`src/rtl/arm_multicycle_controller.sv`:
```
// arm_multicycle_controller: FSM-based control unit for the multicycle ARM
// datapath. Decodes cond/op/funct/Rd, holds the NZCV flags, evaluates the
// condition code once per instruction in DECODE and gates every write enable.
// Optional feature macro: ARM_CMP_EN (decode cmd=1010 with S=1 as CMP).
module arm_multicycle_controller (
    input  logic        clk,
    input  logic        reset,
    input  logic [19:0] Instr,
    input  logic [3:0]  ALUFlags,
    output logic        PCWrite,
    output logic        MemWrite,
    output logic        RegWrite,
    output logic        IRWrite,
    output logic        AdrSrc,
    output logic        ALUSrcA,
    output logic [1:0]  ALUSrcB,
    output logic [1:0]  ResultSrc,
    output logic [1:0]  RegSrc,
    output logic [1:0]  ImmSrc,
    output logic [1:0]  ALUControl,
    output logic [3:0]  State
);

    typedef enum logic [3:0] {
        S_FETCH    = 4'd0,
        S_DECODE   = 4'd1,
        S_MEMADR   = 4'd2,
        S_MEMRD    = 4'd3,
        S_MEMWB    = 4'd4,
        S_MEMWR    = 4'd5,
        S_EXECUTER = 4'd6,
        S_EXECUTEI = 4'd7,
        S_ALUWB    = 4'd8,
        S_BRANCH   = 4'd9
    } state_t;

    state_t      state_q, state_d, cur_s;
    logic [3:0]  flags_q, flags_d;
    logic        condex_q, condex_d;

    // Instruction fields, indexed relative to Instr[31:12]
    logic [3:0]  cond;
    logic [1:0]  op;
    logic [5:0]  funct;
    logic [3:0]  rd;
    logic [3:0]  cmd;
    logic        s_bit;
    logic        unused_rn;

    assign cond      = Instr[19:16];
    assign op        = Instr[15:14];
    assign funct     = Instr[13:8];
    assign rd        = Instr[3:0];
    assign cmd       = funct[4:1];
    assign s_bit     = funct[0];
    assign unused_rn = ^Instr[7:4];

    // While reset is held the outputs look like FETCH
    assign cur_s = reset ? S_FETCH : state_q;

    logic next_pc, branch, reg_w, mem_w, ir_w, alu_op;
    logic [1:0] dp_alc, dp_flagw, flag_w;
    logic dp_nowrite, no_write, cond_ok, pcs;

    // Condition-code evaluation against the held NZCV flags
    function automatic logic cond_holds(input logic [3:0] c, input logic [3:0] f);
        logic n, z, cf, v;
        {n, z, cf, v} = f;
        case (c)
            4'b0000: cond_holds = z;
            4'b0001: cond_holds = ~z;
            4'b0010: cond_holds = cf;
            4'b0011: cond_holds = ~cf;
            4'b0100: cond_holds = n;
            4'b0101: cond_holds = ~n;
            4'b0110: cond_holds = v;
            4'b0111: cond_holds = ~v;
            4'b1000: cond_holds = cf & ~z;
            4'b1001: cond_holds = ~(cf & ~z);
            4'b1010: cond_holds = (n == v);
            4'b1011: cond_holds = (n != v);
            4'b1100: cond_holds = ~z & (n == v);
            4'b1101: cond_holds = ~(~z & (n == v));
            4'b1110: cond_holds = 1'b1;
            default: cond_holds = 1'b0;
        endcase
    endfunction

    assign cond_ok = cond_holds(cond, flags_q);

    // Main decoder: per-state datapath selects and ungated enables, plus next state
    always_comb begin
        next_pc   = 1'b0;
        branch    = 1'b0;
        reg_w     = 1'b0;
        mem_w     = 1'b0;
        ir_w      = 1'b0;
        alu_op    = 1'b0;
        AdrSrc    = 1'b0;
        ALUSrcA   = 1'b0;
        ALUSrcB   = 2'b00;
        ResultSrc = 2'b00;
        state_d   = S_FETCH;
        case (cur_s)
            S_FETCH: begin
                ALUSrcA   = 1'b1;
                ALUSrcB   = 2'b10;
                ResultSrc = 2'b10;
                ir_w      = 1'b1;
                next_pc   = 1'b1;
                state_d   = S_DECODE;
            end
            S_DECODE: begin
                ALUSrcA   = 1'b1;
                ALUSrcB   = 2'b10;
                ResultSrc = 2'b10;
                case (op)
                    2'b00:   state_d = funct[5] ? S_EXECUTEI : S_EXECUTER;
                    2'b01:   state_d = S_MEMADR;
                    2'b10:   state_d = S_BRANCH;
                    default: state_d = S_FETCH;
                endcase
            end
            S_MEMADR: begin
                ALUSrcB = 2'b01;
                state_d = s_bit ? S_MEMRD : S_MEMWR;
            end
            S_MEMRD: begin
                AdrSrc  = 1'b1;
                state_d = S_MEMWB;
            end
            S_MEMWB: begin
                ResultSrc = 2'b01;
                reg_w     = 1'b1;
            end
            S_MEMWR: begin
                AdrSrc = 1'b1;
                mem_w  = 1'b1;
            end
            S_EXECUTER: begin
                alu_op  = 1'b1;
                state_d = S_ALUWB;
            end
            S_EXECUTEI: begin
                ALUSrcB = 2'b01;
                alu_op  = 1'b1;
                state_d = S_ALUWB;
            end
            S_ALUWB: begin
                reg_w = 1'b1;
            end
            S_BRANCH: begin
                ALUSrcB   = 2'b01;
                ResultSrc = 2'b10;
                branch    = 1'b1;
            end
            default: state_d = S_FETCH;
        endcase
    end

    // ALU decoder: operation, flag-write mask and register-write suppression
    always_comb begin
        dp_alc     = 2'b00;
        dp_flagw   = 2'b00;
        dp_nowrite = 1'b0;
        case (cmd)
            4'b0100: begin dp_alc = 2'b00; dp_flagw = {s_bit, s_bit}; end
            4'b0010: begin dp_alc = 2'b01; dp_flagw = {s_bit, s_bit}; end
            4'b0000: begin dp_alc = 2'b10; dp_flagw = {s_bit, 1'b0}; end
            4'b1100: begin dp_alc = 2'b11; dp_flagw = {s_bit, 1'b0}; end
`ifdef ARM_CMP_EN
            4'b1010: begin
                dp_nowrite = 1'b1;
                if (s_bit) begin
                    dp_alc   = 2'b01;
                    dp_flagw = 2'b11;
                end
            end
`endif
            default: dp_nowrite = 1'b1;
        endcase
    end

    assign ALUControl = alu_op ? dp_alc : 2'b00;
    assign flag_w     = alu_op ? dp_flagw : 2'b00;
    // Suppression must reach ALUWB, where the ALU decoder is no longer selected
    assign no_write   = (op == 2'b00) & dp_nowrite;

    // Next values of the flags (only on leaving EXECUTE) and the latched condition
    always_comb begin
        flags_d  = flags_q;
        condex_d = condex_q;
        if (state_q == S_EXECUTER || state_q == S_EXECUTEI) begin
            if (flag_w[1] & condex_q) flags_d[3:2] = ALUFlags[3:2];
            if (flag_w[0] & condex_q) flags_d[1:0] = ALUFlags[1:0];
        end
        if (state_q == S_DECODE) condex_d = cond_ok;
    end

    // State, flags and condition registers with synchronous reset
    always_ff @(posedge clk) begin
        if (reset) begin
            state_q  <= S_FETCH;
            flags_q  <= 4'b0000;
            condex_q <= 1'b0;
        end else begin
            state_q  <= state_d;
            flags_q  <= flags_d;
            condex_q <= condex_d;
        end
    end

    assign pcs        = branch | (reg_w & (rd == 4'd15));
    assign PCWrite    = ~reset & (next_pc | (pcs & condex_q));
    assign RegWrite   = ~reset & reg_w & condex_q & ~no_write;
    assign MemWrite   = ~reset & mem_w & condex_q;
    assign IRWrite    = ~reset & ir_w;
    assign RegSrc     = {op == 2'b01, op == 2'b10};
    assign ImmSrc     = op;
    assign State      = cur_s;

endmodule

```
`config.mk`:
```
export PLATFORM = sky130hd
export DESIGN_NAME = arm_multicycle_controller
export DESIGN_NICKNAME = d
export VERILOG_FILES = /design/src/rtl/arm_multicycle_controller.sv
export SDC_FILE = /design/constraint.sdc
export NUM_CORES = 1
export LEC_CHECK = 0
export BUFFER_PORTS_ARGS = -buffer_cell sky130_fd_sc_hd__buf_2
export CAP_MARGIN = 10
export CORE_ASPECT_RATIO = 0.75
export CORE_MARGIN = 2
export CORE_UTILIZATION = 45
export DETAILED_ROUTE_END_ITERATION = 16
export PLACE_DENSITY = 0.89
export SYNTH_ARGS = -nofsm -noshare
export SYNTH_HDL_FRONTEND = slang
export SYNTH_SLANG_ARGS = --single-unit
```
`constraint.sdc`:
```
create_clock -name clk -period 4.7 [get_ports clk]
set_clock_uncertainty 0.05 [all_clocks]
set_input_delay 0.47 -clock clk [delete_from_list [all_inputs] [get_ports clk]]
set_output_delay 0.47 -clock clk [all_outputs]
set_load 0.03 [all_outputs]
```
==> flow_summary.toml, run 1 <==
[cts]
cts_buffer_depth = 2
numCtsBuffers = 3
clkSinkCount = 9
hold_buffers = 0
cts_resized = 0
cts_tree = "yes"
htree_levels = 1
post_cts_buffers = 0
root_buffer = "clkbuf_4"
insertion_delay_ns = 0.26
clk_pin_slew_worst_paths_ns = 0.06

[logic_synthesis]
ys_ff_latch = 9
avgSynthCellArea_sq_um = 7.022
postSynth.asyncResetShare = 0
synth_top_cell_area_share = 0.1989
syn_inst = 129
syn-cell-area_sq_um = 905.9
synthTopCellsByArea = "dfxtp_1, nor2b_1, nor2_1"
synth_nets = 155
yosys_warnings = 0
synth_ff_type = "dfxtp_1"
synth_edf_count = 0
synth_cell_type_count = 36
synth_largest_area_cell = "dfxtp_1"
ys_seq_area_frac = 0.1989

[floorplanning]
die_y_microns = 42.86
num_rows = 14
start_util = 0.4659
die_w_microns = 55.81
dieArea_sq_um = 2392
core_area_sq_um = 1944
pin_count = 46

[route]
routed_via_density = 5.634
drc_errors = 0
via_count = 1048
drt-total-wl_mm = 2.465
routedWlPerCell_microns = 13.25
first_iter_violations = 21
dr.pass1.iters = 4
final_antenna_net_count = 0

[timing]
relSlewSlack = 0.6165
tightestPinTransition_ns = 0.5745
final-hold-violation-count = 0
finalSetupViolations = 0
fmax_mhz = 424.3
rsz0062_at_grt = "no"
tns_ns = 0
period_needed_ns = 2.357
drv_slew = 0
layout_setup_ws_ns = 2.343
period_share = 0.5015

[worst_setup_path]
worstPathArrival_ns = 1.84
crit_type = "reg2out"
crit_path_start_kind = "register"
r2r_cells = 5
required_ns = 4.18
cp-end-kind = "primary output"
crit_fanout = 17

[placed_design]
place_congestion = 0.8275
io_buffer_count = 41
pre_cts_ws_ns = 2.659
post-dp-hpwl_mm = 1.901

[global_route]
antenna_found_initial = 0
grt_first_pass_wirelength_mm = 4.188
grt_use_total = 0.2219
grt_max_degree = 21
grt-ovfl-total = 0
grt_pass1_vias = 948

[min_path]
min_path_type = "in2reg"
whs_path_depth = 3

[cells_and_area]
seq_area_sq_um = 180.2
area_growth_pct = 22.79
fillers = 199
drive_gt1_frac = 0.3025
fin_nets = 189
multi_input_area_sq_um = 648.1
antenna_cells = 0

[pwr]
p_leak_uw = 0.0004997
vdd_drop_max_uv = 109.1
p_per_area_nw_per_um2 = 201.9

[job]
drv_cap = 0

[run_status]
status = "complete, no violations"
[per-stage QoR]
stage               utilization  std cells  power (uW)  area, sq um  hold slack, ns
floorplan                     -        129       142.6        905.9          0.4458
global placement         0.5586        182       162.5         1086          0.4717
detailed placement       0.5586        182       166.6         1086          0.4964
CTS                      0.5721        186       225.5         1112          0.3896
global route             0.5721        186       236.7         1112          0.4108
finish                   0.5721        186       224.6         1112          0.3900
[per-layer routing]
layer  wire (microns)  up-vias  GRT usage
met5                0        -          0
li1                 -      529          -
met1             1028      474     0.2528
met2             1216       41     0.3929
met4               50        0     0.1268
met3              170        4    0.03963
[cell usage after synthesis, types with 3 or more instances]
master / instances
clkbuf_1: 7
mux2i_1: 4
a21oi_1: 8
a31oi_1: 3
nand2b_1: 3
inv_1: 6
nor3_1: 7
a211oi_1: 5
nand3b_1: 4
o21ai_0: 8
nor2b_1: 8
dfxtp_1: 9
xnor2_1: 5
nor2_1: 12
nand2_1: 8
[cell usage in the layout, fill, tap and decap left out, types with 2 or more instances in the layout]
cell / count
buf_2: 41
nor2_1: 12
dfxtp_1: 9
nor2b_1: 8
a21oi_1: 8
nand2_1: 8
o21ai_0: 8
nor3_1: 7
inv_1: 6
a211oi_1: 5
xnor2_1: 5
nand3b_1: 4
mux2i_1: 4
nand2b_1: 3
a31oi_1: 3
clkbuf_4: 3
or2_2: 2
o21bai_1: 2
nand4_1: 2
nor3b_1: 2
nor4b_1: 2
o31ai_1: 2
and3b_1: 2
a22oi_1: 2
nor4_1: 2
[critical path, stage by stage, from the launching register on]
cell and delay [ns]:
dfxtp_1 0.68, xnor2_1 0.14, nor3_1 0.24, nand2_1 0.10
a211oi_1 0.17, buf_2 0.23
[flip-flops by register name, indices dropped and copies added (netlist names)]
signal and count:
state_q 4, condex_q 1, flags_q 4
[path summary, 6_finish.rpt]
path	startpoint	end	slack, ns
min	ALUFlags[0]	flags_q[0]	0.39
min reg2reg	flags_q[3]	flags_q[3]	0.52
max	state_q[2]	RegWrite	2.34
max reg2reg	state_q[1]	flags_q[1]	2.81
[power by group]
group | internal (uW) | total [uW] | switching, uW
Sequential | 79.6 | 88.9 | 9.23
Clock | 32.7 | 58.9 | 26.3
Combinational | 29.7 | 76.8 | 47.1
[area by class of cell]
cell class | instances | share of cell area
clock buffers | 4 | 0.02362
well taps | 24 | 0.02700
inverters | 6 | 0.02025
repair buffers | 41 | 0.1845
multi-input cells | 102 | 0.5827
flip-flops and latches | 9 | 0.1620
[kinds of logic after synthesis]
| logic type | Yosys count | synth area share |
|---|---|---|
| buffers and inverters | 18 | 0.08563 |
| AO/OA/AOI/OAI | 32 | 0.2196 |
| XOR/XNOR | 5 | 0.04834 |
| AND/OR/NAND/NOR | 61 | 0.4033 |
| multiplexers | 4 | 0.04420 |
| flip-flops | 9 | 0.1989 |
Power figures use the tool's default switching activity.
==> run 2, diff against run 1 <==
==> constraint.sdc (replaced) <==
create_clock -name clk -period 2.2 [get_ports clk]
set_clock_uncertainty 0.05 [all_clocks]
set_input_delay 0.22 -clock clk [delete_from_list [all_inputs] [get_ports clk]]
set_output_delay 0.22 -clock clk [all_outputs]
set_load 0.03 [all_outputs]
==> flow_summary.toml, run 2 (synthesis results as in run 1) <==
[cts]
clk_pin_slew_worst_paths_ns = 0.07
post_cts_buffers = 0
cts_resized = 0
hold_buffers = 0
numCtsBuffers = 3
cts_buffer_depth = 2
htree_levels = 1
clkSinkCount = 9
cts_tree = "yes"
insertion_delay_ns = 0.27
root_buffer = "clkbuf_4"

[global_route]
grt_max_degree = 21
grt_pass1_vias = 981
antenna_found_initial = 0
grt-ovfl-total = 0
grt_first_pass_wirelength_mm = 4.036
grt_use_total = 0.2123

[timing]
tns_ns = 0
final-hold-violation-count = 0
period_needed_ns = 2.005
finalSetupViolations = 0
period_share = 0.9111
tightestPinTransition_ns = 0.4574
hold_slack_ns = 0.1476
layout_setup_ws_ns = 0.1955
drv_slew = 0
relSlewSlack = 0.6918
rsz0062_at_grt = "no"
fmax_mhz = 498.9

[pwr]
power_switching_uw = 180.8
p_total_uw = 484.6
p_per_area_nw_per_um2 = 435.2
vdd_drop_max_uv = 300.7
p_comb_frac = 0.339
cell_internal_pwr_uw = 303.8
pwr-share-seq = 0.391
power_frac_clock = 0.271
p_sw_frac = 0.3732
p_leak_uw = 0.0005001

[cells_and_area]
most-common-layout-cells = "buf_2, nor2_1"
area_growth_pct = 22.93
final_common_cell = "buf_2"
postLayoutCellArea_sq_um = 1114
antenna_cells = 0
drive_gt1_frac = 0.3086
fin_nets = 189
reg_top3 = "flags_q (4), state_q (4), condex_q (1)"

[route]
final_antenna_net_count = 0
routed_via_density = 5.570
first_iter_violations = 28
via_count = 1036
dr.pass1.iters = 4
drc_errors = 0
drt-total-wl_mm = 2.346
routedWlPerCell_microns = 12.61

[placed_design]
placed_area_sq_um = 1086
place_congestion = 0.8258
pre_cts_ws_ns = 0.3390
io_buffer_count = 41
post-dp-hpwl_mm = 1.819

[floorplanning]
num_rows = 14
core_area_sq_um = 1944
die_y_microns = 42.86
start_util = 0.4659
pin_count = 46
die_w_microns = 55.81
dieArea_sq_um = 2392

[worst_setup_path]
crit_start = "state_q[3]"
timing.rr.start = "state_q[1]"
required_ns = 1.93
cp-end-kind = "primary output"
crit_path_start_kind = "register"
crit_fanout = 14
crit_type = "reg2out"
worstPathArrival_ns = 1.73

[job]
drv_cap = 0

[run_status]
status = "complete, no violations"

[min_path]
hold_path.startpoint = "ALUFlags[1]"
min_path_type = "in2reg"
run 2: cell count changes in the layout (fill, tap and decap cells not counted):
cell and change:
dfxtp_2 +1, dfxtp_1 -1
run 2: through the flow:
stage / util / cells
after floorplan: - / 129
after global placement: 0.5586 / 182
after detailed placement: 0.5586 / 182
after CTS: 0.5721 / 186
after global routing: 0.5727 / 186
final: 0.5727 / 186
run 2: area by class of cell:
cell class                      count  area, sq um
Fill cell                         173        830.8
Multi-Input combinational cell    102        648.1
Timing Repair Buffer               41        205.2
Sequential cell                     9        181.4
Tap cell                           24        30.03
Clock buffer                        4        26.28
Inverter                            6        22.52
run 2: worst max-delay path: stages (launching register included):
cell and delay, ns:
dfxtp_1 0.60, xnor2_1 0.11, nor3_1 0.23, nand2_1 0.09, a211oi_1 0.20, buf_2 0.24
run 2: worst paths after layout:
path              slack, ns          to  depth (start not counted)
setup reg to reg       0.32  flags_q[0]                          5
hold reg to reg        0.51  flags_q[2]                          2
setup / recovery       0.20    RegWrite                          5
hold / removal         0.15  flags_q[1]                          3
run 2: metal layers:
layer / global-route usage / wire [microns]
met5: 0 / 0
met4: 0.1171 / 50
met3: 0.04573 / 128
met2: 0.3500 / 1117
met1: 0.2587 / 1049
run 2: power by group through the flow:
| stage | clock [uW] | sequential [uW] | combinational [uW] |
|---|---|---|---|
| final | 131 | 189 | 164 |
| after global routing | 140 | 192 | 179 |
| after CTS | 133 | 188 | 163 |
| after detailed placement | 0 | 192 | 163 |
| after global placement | 0 | 191 | 156 |
| after floorplan | 0 | 178 | 127 |
==> run 3, diff against run 2 <==
--- a/config.mk
+++ b/config.mk
@@ -7,11 +7,11 @@
 export LEC_CHECK = 0
 export BUFFER_PORTS_ARGS = -buffer_cell sky130_fd_sc_hd__buf_2
 export CAP_MARGIN = 10
-export CORE_ASPECT_RATIO = 0.75
 export CORE_MARGIN = 2
 export CORE_UTILIZATION = 45
 export DETAILED_ROUTE_END_ITERATION = 16
 export PLACE_DENSITY = 0.89
+export SLEW_MARGIN = 20
 export SYNTH_ARGS = -nofsm -noshare
 export SYNTH_HDL_FRONTEND = slang
 export SYNTH_SLANG_ARGS = --single-unit
==> flow_summary.toml, run 3 (synthesis results as in run 1) <==
[run_status]
status = "complete, no violations"

[floorplanning]
start_util = 0.4714
dieArea_sq_um = 2388
die_y_microns = 48.87
pin_count = 46
num_rows = 16
die_w_microns = 48.87
core_area_sq_um = 1922

[global_route]
use_met3 = 0.02454
grt_util_met2 = 0.3699
grt_use_total = 0.2052
grt_util_met1 = 0.2250
antenna_found_initial = 0
grt-busiest-layer = "met2"
grt_pass1_vias = 959
grt_max_degree = 21
grt-ovfl-total = 0
grt_first_pass_wirelength_mm = 3.933

[route]
routedWlPerCell_microns = 12.69
routed_via_density = 5.577
drc_errors = 0
drt-total-wl_mm = 2.399
first_iter_violations = 39
dr.pass1.iters = 4
via_count = 1054
final_antenna_net_count = 0

[worst_setup_path]
cp-end-kind = "primary output"
rrSetupSlack_ns = 0.37
r2r_end = "flags_q[0]"
worst-path-buf-inv = 1
crit_fanout = 14
timing.rr.start = "state_q[1]"
required_ns = 1.93
worstPathArrival_ns = 1.72
critical-path-max-stage-delay_ns = 0.58
crit_path_top_delay_cell = "dfxtp_1"
crit_chain = "xnor2_1 > nor3_1 > nand2_1 > a211oi_1 > buf_2"
crit_type = "reg2out"
crit_family = "flip-flops"
crit_path_start_kind = "register"
r2r_cells = 5

[cts]
post_cts_buffers = 0
htree_levels = 1
clkSinkCount = 9
cts_tree = "yes"
hold_buffers = 0
clk_pin_slew_worst_paths_ns = 0.07
cts_buffer_depth = 2
root_buffer = "clkbuf_4"
numCtsBuffers = 3
insertion_delay_ns = 0.27

[pwr]
vdd_drop_max_uv = 225.3
p_per_area_nw_per_um2 = 439.9
p_leak_uw = 0.0005001

[timing]
tns_ns = 0
hold_slack_ns = 0.1269
period_needed_ns = 1.987
fmax_mhz = 503.2
rsz0062_at_grt = "no"
final-hold-violation-count = 0
period_share = 0.9033
drv_slew = 0
relSlewSlack = 0.6480
finalSetupViolations = 0
tightestPinTransition_ns = 0.5224

[cells_and_area]
final_common_cell = "buf_2"
postLayoutCellArea_sq_um = 1117
antenna_cells = 0
drive_gt1_frac = 0.3086
fin_nets = 189
area_growth_pct = 23.34
most-common-layout-cells = "buf_2, nor2_1"
final_util = 0.5814
reg_top3 = "flags_q (4), state_q (4), condex_q (1)"

[min_path]
min_path_type = "in2reg"
whs_endpoint = "flags_q[1]"
hold_path.startpoint = "ALUFlags[1]"
whs_path_depth = 3

[placed_design]
post-dp-hpwl_mm = 1.764
place_congestion = 0.7304
placed_area_sq_um = 1090
io_buffer_count = 41

[job]
drv_cap = 0
run 3: worst min-delay path: cells and delay by family:
kind                   cells  cell delay [ns]
muxes                      1             0.05
and+or+nand+nor            1             0.07
buffers and inverters      1             0.07
run 3: final cells by class:
class	instances	area, sq um
Clock buffer	4	26.28
Fill cell	189	804.5
Inverter	6	22.52
Multi-Input combinational cell	102	648.1
Sequential cell	9	181.4
Tap cell	27	33.78
Timing Repair Buffer	41	205.2
run 3: stage by stage:
stage	std cells	power [uW]	setup WS, ns
after global routing	189	516.3	0.08204
after detailed placement	185	354.5	0.3661
final	189	491.5	0.2128
after floorplan	129	304.7	0.1116
after global placement	185	347.0	0.3992
after CTS	189	490.2	0.07625
run 3: repair_timing:
item                                    4_1_cts  5_1_grt
hold endpoints to repair                      0        0
gates resized for setup                       0        1
endpoints found under the setup margin        0        1
run 3: power breakdown:
part / total [uW] / switching, uW / internal, uW
registers: 190 / 19.4 / 170
logic: 164 / 100 / 63.5
clock network: 138 / 67.6 / 70.4
run 3: how the worst max path moves through the flow:
stage          startpoint          to  cells after the start
2_1_floorplan  state_q[3]     PCWrite                      4
3_3_place_gp   state_q[1]  flags_q[0]                      5
3_5_place_dp   state_q[2]  flags_q[0]                      4
4_1_cts        state_q[2]    RegWrite                      5
5_1_grt        state_q[3]    RegWrite                      5
6_report       state_q[3]    RegWrite                      5
run 3: routing by layer:
layer | routed length (microns) | up-vias
met5 | 0 | -
met4 | 40 | 0
met3 | 177 | 5
met2 | 1150 | 47
met1 | 1030 | 470
li1 | - | 532
